`src/rtl/move_button_conditioner.sv`:
```
// move_button_conditioner
// Turns the raw Left/Right push-buttons into clean move requests for the game
// core. Each button is synchronised and debounced, and each press is latched
// until the next movement tick. A held button auto-repeats.
//
// Ports:
//   CLK      - system clock (only clock)
//   clear_n  - asynchronous active-low reset
//   Left     - raw left button, active-high, asynchronous to CLK
//   Right    - raw right button, active-high, asynchronous to CLK
//   tick     - one-cycle strobe marking a game movement step
//   left_mv  - move-left request, updated only on tick
//   right_mv - move-right request, updated only on tick
//   left_db  - debounced level of Left
//   right_db - debounced level of Right
module move_button_conditioner #(
    parameter int unsigned DEBOUNCE_CYCLES = 50000,
    parameter int unsigned CNT_W           = 16,
    parameter int unsigned REPEAT_TICKS    = 3
) (
    input  logic CLK,
    input  logic clear_n,
    input  logic Left,
    input  logic Right,
    input  logic tick,
    output logic left_mv,
    output logic right_mv,
    output logic left_db,
    output logic right_db
);

    localparam int unsigned         HOLD_W   = $clog2(REPEAT_TICKS + 1);
    localparam logic [CNT_W-1:0]    CNT_MAX  = CNT_W'(DEBOUNCE_CYCLES - 1);
    localparam logic [HOLD_W-1:0]   HOLD_MAX = HOLD_W'(REPEAT_TICKS);

    logic [1:0] raw_c;
    logic [1:0] stable_c;
    logic [1:0] req_c;

    // Channel 0 is Left, channel 1 is Right.
    assign raw_c = {Right, Left};

    for (genvar ch = 0; ch < 2; ch++) begin : g_chan
        logic              sync1;
        logic              sync2;
        logic              stable;
        logic              pend;
        logic [CNT_W-1:0]  cnt;
        logic [HOLD_W-1:0] hold;
        logic              rise_c;

        // The stable level goes 0->1 on this clock edge.
        assign rise_c = sync2 & ~stable & (cnt == CNT_MAX);

        // Request as seen at a tick, before the hold counter advances.
        assign req_c[ch]    = pend | rise_c | (stable & (hold == HOLD_MAX));
        assign stable_c[ch] = stable;

        // Synchroniser, debounce, press latch and hold-to-repeat counter.
        always_ff @(posedge CLK or negedge clear_n) begin
            if (!clear_n) begin
                sync1  <= 1'b0;
                sync2  <= 1'b0;
                stable <= 1'b0;
                cnt    <= '0;
                pend   <= 1'b0;
                hold   <= '0;
            end else begin
                sync1 <= raw_c[ch];
                sync2 <= sync1;

                if (sync2 == stable) begin
                    cnt <= '0;
                end else if (cnt == CNT_MAX) begin
                    stable <= sync2;
                    cnt    <= '0;
                end else begin
                    cnt <= cnt + CNT_W'(1);
                end

                // A tick coinciding with the rise consumes the press directly.
                if (tick) begin
                    pend <= 1'b0;
                end else if (rise_c) begin
                    pend <= 1'b1;
                end

                if (!stable) begin
                    hold <= '0;
                end else if (tick && (hold != HOLD_MAX)) begin
                    hold <= hold + HOLD_W'(1);
                end
            end
        end
    end

    // Move requests change only on tick; simultaneous requests cancel.
    always_ff @(posedge CLK or negedge clear_n) begin
        if (!clear_n) begin
            left_mv  <= 1'b0;
            right_mv <= 1'b0;
        end else if (tick) begin
            if (&req_c) begin
                left_mv  <= 1'b0;
                right_mv <= 1'b0;
            end else begin
                left_mv  <= req_c[0];
                right_mv <= req_c[1];
            end
        end
    end

    assign left_db  = stable_c[0];
    assign right_db = stable_c[1];

endmodule

```
`config.mk`:
```
export PLATFORM = sky130hd
export DESIGN_NAME = move_button_conditioner
export DESIGN_NICKNAME = d
export VERILOG_FILES = /design/src/rtl/move_button_conditioner.sv
export SDC_FILE = /design/constraint.sdc
export NUM_CORES = 1
export LEC_CHECK = 0
export CAP_MARGIN = 20
export CORE_MARGIN = 2
export CORE_UTILIZATION = 47
export DETAILED_ROUTE_END_ITERATION = 7
export PLACE_DENSITY = 0.74
export SYNTH_ARGS = -nofsm -noshare
export SYNTH_HDL_FRONTEND = slang
export SYNTH_SLANG_ARGS = --single-unit
```
`constraint.sdc`:
```
create_clock -name CLK -period 1.7 [get_ports CLK]
set_clock_uncertainty 0.05 [all_clocks]
set_input_delay 0.17 -clock CLK [delete_from_list [all_inputs] [get_ports CLK]]
set_output_delay 0.17 -clock CLK [all_outputs]
set_load 0.01 [all_outputs]
```
; After elaboration in Yosys (flattened, before gate mapping)
; Cells that the tools add are included.
[classes]
addsub = 4
multipliers = 0
div_mod_pow = 0
order_cmp = 0
eq_ne = 10
n_shift = 0
mux = 14
bitwise = 14
n_reduce_logical = 7
[ops]
columns = operator, n
row1 = $mux 16, 4
row2 = $add 16x1->16 const B, 2
row3 = $eq 16x16->1 const B, 2
row4 = $mux 2, 4
row5 = $and 1x1->1, 6
row6 = $mux 1, 6
row7 = $reduce_and 2->1, 3
row8 = $add 2x1->2 const B, 2
row9 = $eq 2x2->1 const B, 2
row10 = $ne 2x1->1 const B, 2
row11 = $ne 2x2->1 const B, 2
row12 = $not 1->1, 4
row13 = $or 1x1->1, 4
row14 = $reduce_bool 2->1, 2
row15 = $eq 1x1->1, 2
row16 = $logic_and 1x1->1, 2
[word_totals]
ff_bits = 46
latch_bits = 0
mem_bits_rw = 0
romBits = 0
in_bits = 5
word_cells = 63
memories = 0

; Depth between registers and ports, before layout
[logic_depth]
depth_word = 7
ltp_mapped = 7

; Worst setup path after synthesis
; No wires, ideal clock.
[synth_timing]
path_kind = reg2reg
startpoint = reg g_chan[0].cnt[10]
endpoint = reg g_chan[0].stable (netlist: left_db)
setup_ps = 125
arrival_time_ps = 1637
path_slack_ps = -112
stages_incl_launch_ff = 5
path_buffers = 0
synth_period_minus_slack_ps = 1812
cell_sequence = dfrtp_1 > or4_4 > nor4_4 > and2b_1 > mux2_2
[synth_between]
elab_chain_len = 2
[synth_lines]
columns = item, line_no
row1 = start: declaration, 48  ; logic [CNT_W-1:0] cnt;
row2 = start signal: assignment, 78  ; cnt <= cnt + CNT_W'(1);
row3 = $eq 16x16->1, 74  ; end else if (cnt == CNT_MAX) begin
row4 = $reduce_and 2->1 (no line), --
row5 = end signal: assignment, 75  ; stable <= sync2;
row6 = end: declaration, 46  ; logic stable;
; No other way between the ends.
; A chain may end at the register's enable or synchronous reset.

; Worst setup path in the final report
[layout_timing]
startpoint = reg g_chan[0].cnt[13]
endpoint = reg g_chan[0].stable (netlist: left_db)
; The elaborated chain is that of the path after synthesis.

==> flow_metrics.tcl <==
set metrics [dict create \
    netlist_instances 212 \
    synth_xor_xnor_area_share 0.112 \
    timing.rr.start "g_chan[0].cnt[13]" \
    htreeDepth 2 \
    synth_area_mm2 0.00220 \
    cp.arrival_ns 1.89 \
    portBuffers 8 \
    hold_viol 0 \
    muxShareOfSynthArea 0.0194 \
    tightest_slew_ns 0.553 \
    cts_tree "built" \
    crit_type "reg2reg" \
    grtUsageMet1 0.245 \
    yosys_most_used_dff "dfrtp_1" \
    synth_top_family_by_area "simple AND/OR/NAND/NOR gates" \
    drtAntennaViolNets 0 \
    powerDensity_mw_per_mm2 741 \
    busiest_layer "met2" \
    leakagePower_uw 0.00116 \
    cp_max_fo 3 \
    met2_usage 0.279 \
    grt_pass1_wl_um 7390 \
    final_cells 306 \
    relSlewSlack 0.631 \
    clkSinkCount 46 \
    area_growth_pct 26.8 \
    fp-row-count 24 \
    hp-class "in2reg" \
    gp_congestion 0.840 \
    ir_drop_v 0.000495 \
    synth_nets 223 \
    synth-simple-area-share 0.246 \
    setup_slack_ns -0.0598 \
    dr.pass1.iters 6 \
    drc_errors 0 \
    ys_types 37 \
    use_met3 0.0486 \
    cts_inserted_buffers 5 \
    synth_area_per_cell_um2 10.4 \
    track_usage 0.180 \
    die_w_um 72.4 \
    grt_max_degree 47 \
    dieArea_mm2 0.00524 \
    worstSkewPairLatency_ns 0.30 \
    grt_overflow 0 \
    dp_hpwl_um 2710 \
    drt_iter0_markers 98 \
    period_share 1.04 \
    cp.required_ns 1.83 \
    wirelength_um 4300 \
    synth_seq_area_share 0.524 \
    synth-seq-cells 46 \
    grt_pass1_vias 1663 \
    drv_cap 0 \
    postLayoutCellArea_mm2 0.00279 \
    post-route-util 0.627 \
    finalCriticalPeriod_ns 1.76 \
    clkTransAtPathRegs_ns 0.08 \
    worst_setup_path_start_kind "flop" \
    cts_buffer_depth 2 \
    initial_core_util 0.495 \
    crit_path_end_kind "flop" \
    synth_fa_ha_area_frac 0.0341 \
    run_status "finished with violations" \
    vias 1625 \
    clockRootBuffer "clkbuf_8" \
    synth_warnings 0 \
    min-delay-start "Left" \
    avgRoutedWirePerCell_um 14.0 \
    grt_antenna_before_repair 0 \
    vias_per_cell 5.31 \
    report.final.slew_viol_count 0 \
    synth_edf_count 0 \
    nNetsFinal 264 \
    max_freq_ghz 0.568 \
    layout-drive-gt1-share 0.252 \
    num_io_pins 9 \
    setup_viol 1 \
    core_mm2 0.00444 \
    place_area_mm2 0.00251 \
    diodes 0 \
    dp.cells 294 \
    synth-async-reset-ratio 1.00 \
    rsz0062_at_grt "true" \
    violations "setup timing" \
    synth_compound_area_frac 0.0319 \
    critPathLaunch "g_chan[0].cnt[13]" \
    die_h_um 72.4 \
    fin_hold_ws_ns 0.257 \
]
[critical path, stage by stage, from the launching register on]
cell	delay, ns
dfrtp_1	0.38
or4_4	0.54
nor4_4	0.18
and2b_1	0.19
mux2_4	0.31
[cell families (layout without fill, tap and decap cells)]
logic type	count (synthesis)	count (layout)
fa+ha+maj	6	6
simple gates	103	103
compound gates	11	11
buf+inv	14	56
mux	4	4
flops	46	46
xor+xnor	28	28
[flip-flops by register name, indices dropped and copies added (netlist names), 2 cells and up]
| signal | count |
|---|---|
| g_chan.cnt | 32 |
| g_chan.sync2 | 2 |
| g_chan.sync1 | 2 |
| g_chan.pend | 2 |
| g_chan.hold | 4 |
[layer usage]
layer	wire length, µm	up-vias
met5	0	-
met4	53	0
met3	130	8
met2	2160	21
met1	1960	790
li1	-	806
[layout by cell type, fill, tap and decap left out, types with 2 or more instances in the layout]
cell / netlist / final
dfrtp_1: 46 / 45
nor2_1: 39 / 29
buf_4: 0 / 26
xnor2_1: 20 / 20
inv_1: 11 / 11
nand2_1: 11 / 11
nand4_1: 9 / 9
nand3_1: 10 / 9
xor2_1: 8 / 8
clkdlybuf4s50_1: 0 / 7
nor4_1: 8 / 6
nor2_2: 0 / 6
ha_1: 6 / 6
nor3_1: 6 / 5
clkbuf_8: 0 / 5
a21oi_1: 5 / 4
nor2_4: 0 / 4
nand2b_1: 3 / 3
nor4bb_2: 0 / 2
and3_1: 2 / 2
or4_4: 1 / 2
or2_4: 0 / 2
nor4_2: 0 / 2
or3_1: 2 / 2
mux2_4: 0 / 2
mux2i_1: 2 / 2
[final cells by class]
cell class	count	area (µm²)
flip-flops and latches	46	1150
inverters	11	41.3
multi-input cells	152	1090
fillers	357	1660
repair buffers	37	325
well taps	52	65.1
clock buffers	6	72.6
clock inverters	2	37.5
[synth_stat cells (3+ instances only)]
library cell	n	area, µm²
xnor2_1	20	175
inv_1	11	41.3
xor2_1	8	70.1
nor2_1	39	146
nand2_1	11	41.3
nand2b_1	3	18.8
dfrtp_1	46	1150
nor3_1	6	30.0
nor4_1	8	50.1
nand4_1	9	56.3
a21oi_1	5	25.0
nand3_1	10	50.1
ha_1	6	75.1
[metrics by stage]
stage,power [µW],setup slack (ns),setup TNS (ns)
after floorplan,1200,-0.0366,-0.0366
after global placement,1260,-0.00418,-0.00418
after detailed placement,1260,-0.0514,-0.0514
after CTS,2070,-0.0559,-0.0559
after global routing,2160,-0.122,-0.657
final,2070,-0.0598,-0.0598
[what timing repair did]
item	in CTS	in global routing
endpoints found under the setup margin	1	19
buffers inserted	0	2
endpoints found under the hold margin	46	0
hold buffers	1	0
cloned	0	1
pin swaps	0	10
gates resized for setup	1	29
[worst paths after layout]
kind | endpoint | slack [ns] | cells after the start
min reg2reg | g_chan[0].sync2 | 0.31 | 0
min | g_chan[0].sync1 | 0.26 | 1
max in group asynchronous | g_chan[0].cnt[8] | 0.73 | 3
min in group asynchronous | g_chan[0].cnt[1] | 0.46 | 3
max reg2reg | left_db | -0.06 | 4
max | left_db | -0.06 | 4
[where the power goes]
group	leakage [µW]	internal (µW)	switching [µW]
Clock	0.0000514	439	364
Sequential	0.000626	1110	12.6
Combinational	0.000487	62.5	77.5
Note: power is estimated with default switching activity, not from simulation.
